$ cat config.mk
export PLATFORM = sky130hd
export DESIGN_NAME = vga_scan_generator
export DESIGN_NICKNAME = d
export VERILOG_FILES = /design/src/rtl/vga_scan_generator.sv
export SDC_FILE = /design/constraint.sdc
export NUM_CORES = 1
export LEC_CHECK = 0
export BUFFER_PORTS_ARGS = -buffer_cell sky130_fd_sc_hd__buf_2
export CAP_MARGIN = 20
export CORE_MARGIN = 10
export CORE_UTILIZATION = 30
export CTS_BUF_LIST = sky130_fd_sc_hd__clkbuf_16
export DETAILED_ROUTE_END_ITERATION = 10
export GPL_TIMING_DRIVEN = 0
export HOLD_SLACK_MARGIN = 0.12
export PLACE_DENSITY = 0.47
export SETUP_SLACK_MARGIN = 0.15
export SYNTH_ARGS = -nofsm -noshare
export SYNTH_HDL_FRONTEND = slang
export SYNTH_SLANG_ARGS = --single-unit
$ cat constraint.sdc
create_clock -name clock_25 -period 3.6 [get_ports clock_25]
set_input_delay 0.36 -clock clock_25 [delete_from_list [all_inputs] [get_ports clock_25]]
set_output_delay 0.36 -clock clock_25 [all_outputs]
set_load 0.005 [all_outputs]
$ cat src/rtl/vga_scan_generator.sv
// ---------------------------------------------------------------------------
// vga_scan_generator
//
// Free-running VGA raster scan generator. The default timing is 640x480 @ 60 Hz
// on a 25 MHz pixel clock. It walks the full horizontal and vertical totals,
// including the blanking intervals. Every output is registered from the current
// counter state, so outputs trail the counters by one enabled cycle.
//
// Ports:
//   clock_25     in   pixel clock
//   reset        in   asynchronous, active-high reset
//   scan_enable  in   1 = advance the raster, 0 = freeze counters and outputs
//   X, Y         out  emitted pixel coordinate (0..H_TOTAL-1, 0..V_TOTAL-1)
//   hsync        out  horizontal sync, active low
//   vsync        out  vertical sync, active low
//   video_on     out  emitted coordinate lies in the visible area
//   line_start   out  high when the emitted X is 0
//   frame_start  out  high when the emitted X and Y are both 0
// ---------------------------------------------------------------------------
module vga_scan_generator #(
    parameter int PIXEL_DISPLAY_BIT = 9,
    parameter int H_VISIBLE         = 640,
    parameter int H_FRONT           = 16,
    parameter int H_SYNC            = 96,
    parameter int H_BACK            = 48,
    parameter int V_VISIBLE         = 480,
    parameter int V_FRONT           = 10,
    parameter int V_SYNC            = 2,
    parameter int V_BACK            = 33
) (
    input  logic                       clock_25,
    input  logic                       reset,
    input  logic                       scan_enable,
    output logic [PIXEL_DISPLAY_BIT:0] X,
    output logic [PIXEL_DISPLAY_BIT:0] Y,
    output logic                       hsync,
    output logic                       vsync,
    output logic                       video_on,
    output logic                       line_start,
    output logic                       frame_start
);

    localparam int W       = PIXEL_DISPLAY_BIT + 1;
    localparam int H_TOTAL = H_VISIBLE + H_FRONT + H_SYNC + H_BACK;
    localparam int V_TOTAL = V_VISIBLE + V_FRONT + V_SYNC + V_BACK;

    // Thresholds in counter width, so that every compare below has matching widths.
    localparam logic [W-1:0] H_VIS_END  = W'(H_VISIBLE);
    localparam logic [W-1:0] H_SYNC_BEG = W'(H_VISIBLE + H_FRONT);
    localparam logic [W-1:0] H_SYNC_END = W'(H_VISIBLE + H_FRONT + H_SYNC);
    localparam logic [W-1:0] H_LAST     = W'(H_TOTAL - 1);
    localparam logic [W-1:0] V_VIS_END  = W'(V_VISIBLE);
    localparam logic [W-1:0] V_SYNC_BEG = W'(V_VISIBLE + V_FRONT);
    localparam logic [W-1:0] V_SYNC_END = W'(V_VISIBLE + V_FRONT + V_SYNC);
    localparam logic [W-1:0] V_LAST     = W'(V_TOTAL - 1);

    logic [W-1:0] r_h_cnt;
    logic [W-1:0] r_v_cnt;
    logic [W-1:0] r_x;
    logic [W-1:0] r_y;
    logic         r_hsync;
    logic         r_vsync;
    logic         r_video_on;
    logic         r_line_start;
    logic         r_frame_start;

    // Decode of the current counter state. It is registered below, never driven to a port directly.
    logic w_h_last;
    logic w_v_last;
    logic w_video_on;
    logic w_hsync;
    logic w_vsync;
    logic w_line_start;
    logic w_frame_start;

    assign w_h_last      = (r_h_cnt == H_LAST);
    assign w_v_last      = (r_v_cnt == V_LAST);
    assign w_video_on    = (r_h_cnt < H_VIS_END) && (r_v_cnt < V_VIS_END);
    assign w_hsync       = !((r_h_cnt >= H_SYNC_BEG) && (r_h_cnt < H_SYNC_END));
    assign w_vsync       = !((r_v_cnt >= V_SYNC_BEG) && (r_v_cnt < V_SYNC_END));
    assign w_line_start  = (r_h_cnt == '0);
    assign w_frame_start = (r_h_cnt == '0) && (r_v_cnt == '0);

    // NOTE: sequential state uses non-blocking assignments. Every register then
    // samples the pre-edge counter values, and that gives the one-cycle latency.
    always_ff @(posedge clock_25 or posedge reset) begin
        if (reset) begin
            r_h_cnt       <= '0;
            r_v_cnt       <= '0;
            r_x           <= '0;
            r_y           <= '0;
            r_hsync       <= 1'b1;
            r_vsync       <= 1'b1;
            r_video_on    <= 1'b0;
            r_line_start  <= 1'b0;
            r_frame_start <= 1'b0;
        end else if (scan_enable) begin
            r_x           <= r_h_cnt;
            r_y           <= r_v_cnt;
            r_hsync       <= w_hsync;
            r_vsync       <= w_vsync;
            r_video_on    <= w_video_on;
            r_line_start  <= w_line_start;
            r_frame_start <= w_frame_start;

            if (w_h_last) begin
                r_h_cnt <= '0;
                r_v_cnt <= w_v_last ? '0 : r_v_cnt + 1'b1;
            end else begin
                r_h_cnt <= r_h_cnt + 1'b1;
            end
        end
        // When scan_enable is low, nothing is assigned, so the counters, the
        // outputs and any strobe that is high all hold their values.
    end

    assign X           = r_x;
    assign Y           = r_y;
    assign hsync       = r_hsync;
    assign vsync       = r_vsync;
    assign video_on    = r_video_on;
    assign line_start  = r_line_start;
    assign frame_start = r_frame_start;

endmodule

== Yosys cells after proc, flatten, opt, wreduce, memory -nomap -nowiden ==
Cells that the tools add are included.

* Eq/ne operators: 2
* Bitwise logic cells: 0
* Multiply operators: 0
* Add/subtract/negate cells: 2
* Multiplexer cells: 2
* Divide/modulo/power cells: 0
* $lt $le $gt $ge: 6
* Reductions and logical operators: 9
* Shift operators: 0

{| class="wikitable"
|+ Operators with widths
! kind !! number
|-
| $add 10x1->10 const B || 2
|-
| $eq 10x10->1 const B || 2
|-
| $logic_not 10->1 || 2
|-
| $lt 10x10->1 const B || 2
|-
| $lt 10x9->1 const B || 2
|-
| $mux 10 || 2
|-
| $ge 10x10->1 const B || 1
|-
| $ge 10x9->1 const B || 1
|-
| $logic_and 1x1->1 || 4
|-
| $logic_not 1->1 || 2
|-
| $reduce_and 2->1 || 1
|}

* Output and inout port bits: 25
* Memories: 0
* Register bits: 45
* Latch bits: 0
* Bits in read-only memories: 0
* Bits in writable memories: 0
* Word-level logic and storage cells: 30

== Depth between registers and ports, before layout ==
Gate-level depths: netlist of run 1.

* Depth in word-level cells: 3
* Gate-level depth with buffers: 6
* Gate-level depth less buffers: 6

== Worst setup path after synthesis of run 1 ==
Ideal clock, no wire load.

* Path type: register to register
* From: register r_h_cnt[0]
* To: register r_v_cnt[9]
* Arrival time: 1895 ps
* Data required time: 3523 ps
* Setup time: 77 ps
* Slack: 1628 ps
* Cell stages (with the launch flop): 7
* Path through: dfrtp_1 > ha_1 > nand4_1 > or4_4 > buf_6 > or4_1 > a21oi_1

* Longest elaborated chain between the ends: 2

{| class="wikitable"
|+ RTL lines
! what !! RTL line !! text
|-
| start: declaration || 57 || <nowiki>logic [W-1:0] r_h_cnt;</nowiki>
|-
| start signal: assignment || 110 || <nowiki>r_h_cnt <= r_h_cnt + 1'b1;</nowiki>
|-
| $eq 10x10->1 || 76 || <nowiki>assign w_h_last = (r_h_cnt == H_LAST);</nowiki>
|-
| $reduce_and 2->1 (no source line) || n/a ||
|-
| end signal: assignment || 108 || <nowiki>r_v_cnt <= w_v_last ? '0 : r_v_cnt + 1'b1;</nowiki>
|-
| end: declaration || 58 || <nowiki>logic [W-1:0] r_v_cnt;</nowiki>
|}

No other way between the ends.
A chain may end at the register's enable or synchronous reset.

== Final worst setup path of run 1 ==
* From: register r_h_cnt[1]
* To: register r_v_cnt[9]

The elaborated chain is that of the path after synthesis.

==> summary.md, run 1 <==
- Mean Syn Cell Area: 11.80 um^2
- WL per Instance: 14.97 um
- switching part of the total: 0.2552
- number of buffers inserted by port buffering: 26
- Post-Syn Nets: 183
- largest vdd supply drop: 0.0002290 V
- H-tree lvl count: 2
- Congestion Overflow GR: 0
- post-route fraction of the period consumed by the critical path: 0.5848
- RePlAce Congestion: 0.7635
- terminus of the critical flop-to-flop path: r_v_cnt[9]$_DFFE_PP0P_
- core area: 6756 um^2
- Pins Over Slew Limit: 0
- internal portion of total power: 1.001 mW
- Die Outline Area: 10,650 um^2
- launch point of the worst path: r_h_cnt[1]$_DFFE_PP0P_
- number of cell rows: 30
- leakage: 1.203 nW
- number of detailed-routing iterations run before antenna repair: 4
- die width: 103.2 um
- post-route antenna net violation count: 0
- post-route total power: 1.345 mW
- height of the die: 103.2 um
- post-synthesis sequential element count: 45
- growth of design area from synthesis to finish: 20.42%
- Vias/cell: 5.096
- Worst Reg-to-Reg Cells: 6
- Reg2Reg Launch Point: r_h_cnt[1]$_DFFE_PP0P_
- Critical Path Sink Type: register
- overall via count from detail_route: 1,488
- most frequent cells after synthesis: sky130_fd_sc_hd__dfrtp_1 (43), sky130_fd_sc_hd__mux2_2 (20), sky130_fd_sc_hd__nand3_1 (13), sky130_fd_sc_hd__nand2_1 (10)
- post-detailed-routing wire length: 4.372 mm
- worst reg2reg setup slack: 1.49 ns
- vias in the first global route: 1,503
- clock-pin slew reported for the worst setup and hold paths after clock tree synthesis: 0.07 ns
- crit path to: r_v_cnt[9]$_DFFE_PP0P_
- initial antenna violation count: 0
- fraction of layout instances using a drive strength above 1: 0.3208
- part of the power in the clock network: 0.380
- Post-synth ARST share: 1.000
- Inserted Clock Buffers: 5
- Slew HR: 0.3524
- predominant post-synthesis flop cell: sky130_fd_sc_hd__dfrtp_1
- Synth warnings: 0
- critical path peak fanout: 10
- final count of hold timing violations: 0
- net load switching power: 343.2 uW
- Post-Route Setup TNS: 0 ns
- startpoint types: register
- initial core utilization: 0.3074
- highest attainable clock frequency: 475.0 MHz
- worst clock skew: 0.01124 ns
- sequential share of the synthesized area: 0.5434
- total routing resource utilization after global routing: 0.08836
- drc violations: 0
- max cap viols: 0
- Skew-Pair Late Insertion Delay: 0.29 ns
- slew at the pin closest to its max-slew limit: 0.9634 ns
- cell count after placement: 283
- largest area contributor in the netlist: sky130_fd_sc_hd__dfrtp_1
- Resized Gates After CTS: 0
- pwr dens: 537.6 nW/um^2
- count of antenna diodes in the layout: 0
- highest-delay cell along the critical path: sky130_fd_sc_hd__or4_1
- Yosys cell types: 38
- post-route core utilization: 0.3702
- count of buffers added by post-CTS timing repair for setup: 0
- CP cell instances: ha_1, nand4_1, or4_4, buf_6, or4_1, a21oi_1
- final net count: 218
- CTS Sinks: 45
- count leader, synth: sky130_fd_sc_hd__dfrtp_1
- area share of the leading cell type in the synthesized netlist: 0.5181
- count of non-filler cells in the finished layout: 292
- drt initial violations: 30
- fin crit period: 2.105 ns
- RSZ-0062 raised after global routing: no
- Syn Inst Count: 176
- hold_buf cts: 1
- Min-Delay Path Class: input pin to register
- Clock Tree Buf Depth: 2
- clock tree root driver cell: sky130_fd_sc_hd__clkbuf_16
- endpoints failing setup: 0
- I/O pin total: 28
- combinational share of power: 0.170
- worst stage delay on the critical path: 0.49 ns
- clock tree from TritonCTS: built
- pin count of the biggest net entering global routing: 31
- sequential fraction of design power: 0.450
- Post-synth EDFFs: 0
- worst endpoint required time: 3.81 ns
- global-route wire length before repair: 7.452 mm
- class of the most critical setup path: register to register
- CP Data Arrival Time: 2.32 ns
- sum of net half-perimeters after detailed placement: 3.183 mm
- run status: finished, final reports clean
- leading cell types by total area after synthesis: sky130_fd_sc_hd__dfrtp_1 (52%), sky130_fd_sc_hd__mux2_2 (11%), sky130_fd_sc_hd__nand3_1 (3.1%)
- Cell Area, Synth: 2077 um^2
==> cell usage in the layout (no fill, tap or decap), drive strengths merged <==
cell,instances
a21bo,1
a21oi,3
a31oi,1
and2,1
and3,5
buf,32
bufinv,1
clkbuf,9
clkinv,1
dfrtp,43
dfstp,2
dlygate4sd3,1
ha,4
inv,9
mux2,20
mux2i,1
nand2,10
nand2b,1
nand3,13
nand3b,2
nand4,4
nand4b,4
nor2,7
nor2b,2
nor3,5
nor4,3
nor4bb,1
o21ai,8
o22ai,2
o31ai,1
o32a,1
or3,1
or4,2
or4b,1
xnor2,6
xor2,4
==> per-stage QoR <==
| stage | area [um^2] | hold slack (ns) | worst slack, ns |
|---|---|---|---|
| detailed placement | 2327 | 0.3606 | 1.505 |
| CTS | 2501 | 0.3676 | 1.484 |
| global route | 2501 | 0.3852 | 1.243 |
| global placement | 2307 | 0.4844 | 1.484 |
| finish | 2501 | 0.3712 | 1.495 |
| floorplan | 2077 | 0.4724 | 1.628 |
==> area by class of cell <==
type,count,area (um^2)
plain buffers,9,72.57
well taps,80,100.1
repair buffers,28,160.2
inverters,8,30.03
clock inverters,3,38.79
multi-input cells,114,845.8
fillers,678,4255
flip-flops and latches,45,1129
clock buffers,5,125.1
==> power by group through the flow <==
stage	registers (mW)	clock network, mW	logic [mW]
finish	0.606	0.511	0.229
global route	0.616	0.544	0.259
CTS	0.606	0.528	0.235
detailed placement	0.616	0	0.234
global placement	0.615	0	0.228
floorplan	0.613	0	0.157
==> worst min-delay path by stage <==
stage	from	to	slack, ns	cells past startpoint
2_1_floorplan	r_v_cnt[7]$_DFFE_PP0P_	r_v_cnt[7]$_DFFE_PP0P_	0.47	1
3_3_place_gp	X[6]$_DFFE_PP0P_	X[6]$_DFFE_PP0P_	0.48	1
3_5_place_dp	reset	X[1]$_DFFE_PP0P_	0.36	2
4_1_cts	scan_enable	X[7]$_DFFE_PP0P_	0.37	2
5_1_grt	scan_enable	X[7]$_DFFE_PP0P_	0.39	2
6_report	scan_enable	X[7]$_DFFE_PP0P_	0.37	2
==> worst max-delay path: cells and delay by family, from the launching register on <==
| family | cells | cell delay, ns |
|---|---|---|
| adders and majority gates | 1 | 0.21 |
| DFF | 1 | 0.39 |
| AOI/OAI and AO/OA | 1 | 0.14 |
| buffers and inverters | 1 | 0.16 |
| and+or+nand+nor | 3 | 1.13 |
==> sequential cells by signal, summed over array words and instances (netlist names) <==
| name | cells |
|---|---|
| X | 10 |
| Y | 10 |
| r_h_cnt | 10 |
| r_v_cnt | 10 |
| frame_start | 1 |
| hsync | 1 |
| line_start | 1 |
| video_on | 1 |
| vsync | 1 |
==> routing by layer <==
metal  global-route usage  part of all wire
met5                    0                 0
met4              0.03316             0.019
met3              0.02525             0.042
met2               0.1468              0.49
met1               0.1061              0.45
==> cells by family after synthesis <==
| logic type | count (synthesis) | synth area share |
|---|---|---|
| and+or+nand+nor | 62 | 0.1789 |
| muxes | 21 | 0.1133 |
| xor gates and xnor gates | 10 | 0.04217 |
| buffers and inverters | 17 | 0.04939 |
| DFF | 45 | 0.5434 |
| AOI/OAI and AO/OA | 17 | 0.04880 |
| adders and majority gates | 4 | 0.02410 |
Note: power is estimated with default switching activity, not from simulation.
==> run 2: changes to the inputs <==
- clock period: 3.6 -> 2.2 ns (I/O delays scaled with it)
==> summary.md, run 2 (synthesis gave the netlist of run 1 again) <==
- Post-Route Setup TNS: 0 ns
- kind of cell adding the most delay to the critical path: simple AND/OR/NAND/NOR gates
- Clock Tree Buf Depth: 2
- number of cell rows: 30
- RSZ-0062 raised after global routing: no
- post-route fraction of the period consumed by the critical path: 0.9007
- highest attainable clock frequency: 504.7 MHz
- net load switching power: 564.8 uW
- Met1 Wirelength: 2.010 mm
- sum of buffers and inverters on the critical path: 1
- post-route cell area: 2577 um^2
- area post-placement: 2327 um^2
- CP Data Arrival Time: 2.19 ns
- number of buffers inserted by port buffering: 26
- Min-Delay Path Class: input pin to register
- commonest cells after routing, fill and taps aside: sky130_fd_sc_hd__dfrtp_1 (39), sky130_fd_sc_hd__buf_2 (26), sky130_fd_sc_hd__mux2_2 (20)
- path length in cells of the critical path: 6
- number of detailed-routing iterations run before antenna repair: 4
- post-route total power: 2.225 mW
- WL per Instance: 14.88 um
- count of non-filler cells in the finished layout: 300
- post-route antenna net violation count: 0
- class of the most critical setup path: register to register
- CTS Sinks: 45
- post-detailed-routing wire length: 4.465 mm
- most common cell after layout, fill and taps aside: sky130_fd_sc_hd__dfrtp_1
- Skew-Pair Late Insertion Delay: 0.29 ns
- cell count after placement: 283
- combinational share of power: 0.183
- WL met3: 152 um
- highest routing layer actually used: met4
- max cap viols: 0
- Die Outline Area: 10,650 um^2
- final count of hold timing violations: 0
- Hold Path Cell Cnt: 2
- Fin Hold WS: 0.2349 ns
- overall via count from detail_route: 1,511
- leakage: 1.233 nW
- drt initial violations: 43
- CP cell instances: ha_2, nand4_1, or4_4, buf_6, or4_1, a21oi_1
- pwr dens: 863.1 nW/um^2
- largest vdd supply drop: 0.0003683 V
- global-route wire length before repair: 7.534 mm
- height of the die: 103.2 um
- Worst Setup Slack, final: 0.2185 ns
- sequential fraction of design power: 0.444
- die width: 103.2 um
- highest-delay cell along the critical path: sky130_fd_sc_hd__or4_1
- initial antenna violation count: 0
- clock-pin slew reported for the worst setup and hold paths after clock tree synthesis: 0.07 ns
- fraction of layout instances using a drive strength above 1: 0.3682
- Inserted Clock Buffers: 5
- clock tree from TritonCTS: built
- worst endpoint required time: 2.41 ns
- Pins Over Slew Limit: 0
- worst clock skew: 0.01137 ns
- total of fill cells in the finished design: 670
- part of the power in the clock network: 0.373
- sum of net half-perimeters after detailed placement: 3.183 mm
- I/O pin total: 28
- startpoint types: register
- RePlAce Congestion: 0.7635
- pin count of the biggest net entering global routing: 31
- critical path peak fanout: 10
- pre-CTS worst setup slack: 0.1051 ns
- endpoints failing setup: 0
- drc violations: 0
- vias in the first global route: 1,523
- post-route core utilization: 0.3815
- growth of design area from synthesis to finish: 24.10%
- total length of routed met2 wires: 2.224 mm
- Worst Reg-to-Reg Cells: 6
- count of antenna diodes in the layout: 0
- initial core utilization: 0.3074
- Congestion Overflow GR: 0
- run status: finished, final reports clean
- H-tree lvl count: 2
- slew at the pin closest to its max-slew limit: 0.6197 ns
- fin crit period: 1.981 ns
- internal portion of total power: 1.660 mW
- core area: 6756 um^2
- Vias/cell: 5.037
- switching part of the total: 0.2539
- clock tree root driver cell: sky130_fd_sc_hd__clkbuf_16
- final net count: 226
- total routing resource utilization after global routing: 0.08906
- worst stage delay on the critical path: 0.49 ns
- Slew HR: 0.5869
- Critical Path Sink Type: register
run 2: changes by cell type in the layout (fill, tap and decap cells not counted), sizes merged:
cell	delta
buf	+8
run 2: path summary, 6_finish.rpt:
kind,startpoint,slack [ns],end
worst min-delay path,scan_enable,0.23,X[7]$_DFFE_PP0P_
worst min register to register,vsync$_DFFE_PP1P_,0.50,vsync$_DFFE_PP1P_
worst max-delay path,r_h_cnt[0]$_DFFE_PP0P_,0.22,r_v_cnt[9]$_DFFE_PP0P_
min in group asynchronous,reset,0.45,r_h_cnt[3]$_DFFE_PP0P_
worst max register to register,r_h_cnt[0]$_DFFE_PP0P_,0.22,r_v_cnt[9]$_DFFE_PP0P_
max in group asynchronous,reset,1.19,vsync$_DFFE_PP1P_
run 2: layer usage:
metal	vias up	track usage
met5	-	0
met4	0	0.03316
met3	7	0.02525
met2	21	0.1482
met1	772	0.1069
li1	711	-
run 2: layout make-up:
type | instances | area, um^2 | share of cell area
Clock buffer | 5 | 125.1 | 0.04854
Tap cell | 80 | 100.1 | 0.03883
Timing Repair Buffer | 36 | 220.2 | 0.08544
Inverter | 8 | 30.03 | 0.01165
Clock inverter | 3 | 38.79 | 0.01505
Buffer | 9 | 72.57 | 0.02816
Multi-Input combinational cell | 114 | 857.1 | 0.3325
Sequential cell | 45 | 1134 | 0.4398
run 2: timing repair:
item | in CTS | in global routing
setup endpoints to repair | 2 | 6
gates cloned | 0 | 0
hold buffers | 1 | 0
setup buffers | 3 | 5
gates resized for setup | 3 | 3
pin swaps | 1 | 0
hold endpoints to repair | 14 | 0
run 2: power by group through the flow:
stage          sequential, mW  clock, mW  combinational [mW]
4_1_cts                 0.988      0.864               0.408
3_3_place_gp             1.01          0               0.374
2_1_floorplan            1.00          0               0.258
6_report                0.988      0.829               0.408
3_5_place_dp             1.01          0               0.382
5_1_grt                  1.00      0.890               0.460
==> run 3: changes to the inputs <==
- PLACE_DENSITY: 0.47 -> not set
- SKIP_LAST_GASP: not set -> 1
==> summary.md, run 3 (synthesis gave the netlist of run 1 again) <==
- growth of design area from synthesis to finish: 26.63%
- Congestion Overflow GR: 0
- initial core utilization: 0.3074
- CP Data Arrival Time: 2.23 ns
- initial antenna violation count: 0
- RePlAce Congestion: 0.7770
- slew at the pin closest to its max-slew limit: 0.5874 ns
- global-route wire length before repair: 7.514 mm
- switching part of the total: 0.2640
- drt initial violations: 65
- WL per Instance: 14.52 um
- I/O pin total: 28
- height of the die: 103.2 um
- pwr dens: 804.6 nW/um^2
- post-detailed-routing wire length: 4.502 mm
- clock tree from TritonCTS: built
- critical path peak fanout: 6
- highest attainable clock frequency: 495.4 MHz
- total routing resource utilization after global routing: 0.08986
- endpoints failing setup: 0
- Worst Setup Slack, final: 0.1815 ns
- sequential fraction of design power: 0.467
- CP cell instances: ha_2, nand4_1, or4_4, buf_6, or4_4, a21oi_1
- commonest cells after routing, fill and taps aside: sky130_fd_sc_hd__dfrtp_1 (39), sky130_fd_sc_hd__buf_2 (26), sky130_fd_sc_hd__mux2_2 (20)
- Min-Delay Path Class: input pin to register
- sum of buffers and inverters on the critical path: 1
- Clock Tree Buf Depth: 2
- Inserted Clock Buffers: 5
- worst reg2reg setup slack: 0.18 ns
- Critical Path Sink Type: register
- pre-CTS worst setup slack: 0.1105 ns
- count of non-filler cells in the finished layout: 310
- Skew-Pair Late Insertion Delay: 0.28 ns
- post-route antenna net violation count: 0
- worst endpoint required time: 2.41 ns
- pin count of the biggest net entering global routing: 33
- post-route fraction of the period consumed by the critical path: 0.9175
- worst stage delay on the critical path: 0.51 ns
- Slew HR: 0.6055
- RSZ-0062 raised after global routing: no
- Top cell by count, worst path: sky130_fd_sc_hd__or4_4
- fraction of layout instances using a drive strength above 1: 0.3957
- most common cell after layout, fill and taps aside: sky130_fd_sc_hd__dfrtp_1
- total of fill cells in the finished design: 652
- number of cell rows: 30
- final net count: 237
- vias in the first global route: 1,522
- drc violations: 0
- clock-pin slew reported for the worst setup and hold paths after clock tree synthesis: 0.06 ns
- startpoint types: register
- net load switching power: 558.7 uW
- die width: 103.2 um
- class of the most critical setup path: register to register
- core area: 6756 um^2
- Vias/cell: 4.910
- count of antenna diodes in the layout: 0
- combinational share of power: 0.204
- highest-delay cell along the critical path: sky130_fd_sc_hd__or4_4
- kind of cell adding the most delay to the critical path: simple AND/OR/NAND/NOR gates
- final count of hold timing violations: 0
- CTS Sinks: 45
- part of the power in the clock network: 0.328
- Post-Route Setup TNS: 0 ns
- number of detailed-routing iterations run before antenna repair: 6
- leakage: 1.265 nW
- H-tree lvl count: 2
- number of buffers inserted by port buffering: 26
- cell count after placement: 283
- largest vdd supply drop: 0.0003738 V
- run status: finished, final reports clean
- Die Outline Area: 10,650 um^2
- sum of net half-perimeters after detailed placement: 3.059 mm
- internal portion of total power: 1.557 mW
- clock tree root driver cell: sky130_fd_sc_hd__clkbuf_16
- overall via count from detail_route: 1,522
- Pins Over Slew Limit: 0
- fin crit period: 2.019 ns
- worst clock skew: 0.002436 ns
- max cap viols: 0
## run 3: cell count changes in the layout (fill, tap and decap cells not counted)
| cell | previous run | this run |
|---|---|---|
| sky130_fd_sc_hd__clkbuf_2 | 1 | 2 |
| sky130_fd_sc_hd__or4_1 | 1 | 0 |
| sky130_fd_sc_hd__buf_4 | 8 | 18 |
| sky130_fd_sc_hd__or4_4 | 1 | 2 |
| sky130_fd_sc_hd__clkinv_1 | 0 | 1 |
| sky130_fd_sc_hd__bufinv_16 | 1 | 0 |
| sky130_fd_sc_hd__clkinv_2 | 1 | 0 |
## run 3: final cells by class
| class | instances | area, um^2 | area share |
|---|---|---|---|
| Sequential cell | 45 | 1134 | 0.4310 |
| Multi-Input combinational cell | 114 | 860.8 | 0.3273 |
| Timing Repair Buffer | 47 | 300.3 | 0.1142 |
| Clock buffer | 5 | 125.1 | 0.04757 |
| Tap cell | 80 | 100.1 | 0.03806 |
| Buffer | 9 | 72.57 | 0.02759 |
| Inverter | 8 | 30.03 | 0.01142 |
| Clock inverter | 2 | 7.507 | 0.002854 |
## run 3: through the flow
stage	hold WS, ns	util	instance area, um^2	total power, mW
after floorplan	0.4724	-	2077	1.261
after global placement	0.4837	0.3415	2307	1.371
after detailed placement	0.1971	0.3444	2327	1.384
after CTS	0.2149	0.3772	2549	2.117
after global routing	0.2194	0.3893	2630	2.233
final	0.2191	0.3893	2630	2.116
## run 3: worst paths after layout
path	startpoint	endpoint	depth (start not counted)
max	r_h_cnt[1]$_DFFE_PP0P_	r_v_cnt[9]$_DFFE_PP0P_	6
min	scan_enable	X[7]$_DFFE_PP0P_	2
max reg2reg	r_h_cnt[1]$_DFFE_PP0P_	r_v_cnt[9]$_DFFE_PP0P_	6
min reg2reg	vsync$_DFFE_PP1P_	vsync$_DFFE_PP1P_	2
max in group asynchronous	reset	vsync$_DFFE_PP1P_	4
min in group asynchronous	reset	X[0]$_DFFE_PP0P_	3
## run 3: worst register-to-register path, cell delays in order (launching register included)
cell and delay [ns]:
sky130_fd_sc_hd__dfrtp_1 0.35, sky130_fd_sc_hd__ha_2 0.19, sky130_fd_sc_hd__nand4_1 0.12, sky130_fd_sc_hd__or4_4 0.51, sky130_fd_sc_hd__buf_6 0.15, sky130_fd_sc_hd__or4_4 0.50
sky130_fd_sc_hd__a21oi_1 0.13
## run 3: power by group through the flow
stage / clock network [mW] / registers, mW / logic (mW)
2_1_floorplan: 0 / 1.00 / 0.258
3_3_place_gp: 0 / 1.00 / 0.367
3_5_place_dp: 0 / 1.01 / 0.377
4_1_cts: 0.716 / 0.988 / 0.413
5_1_grt: 0.736 / 1.00 / 0.492
6_report: 0.695 / 0.989 / 0.432
## run 3: routing by layer
| layer | vias to the layer above | part of all wire | GRT usage | wire [um] |
|---|---|---|---|---|
| met2 | 28 | 0.51 | 0.1463 | 2287 |
| met3 | 9 | 0.044 | 0.02724 | 198 |
| met5 | - | 0 | 0 | 0 |
| met4 | 0 | 0.016 | 0.04064 | 71 |
| met1 | 749 | 0.43 | 0.1069 | 1945 |
| li1 | 736 | - | - | - |
## run 3: repair_timing
action,in CTS,in global routing
hold buffers,1,0
endpoints found under the setup margin,1,7
resized for setup,2,5
hold endpoints to repair,12,0
buffers inserted,10,9
pin swaps,1,3
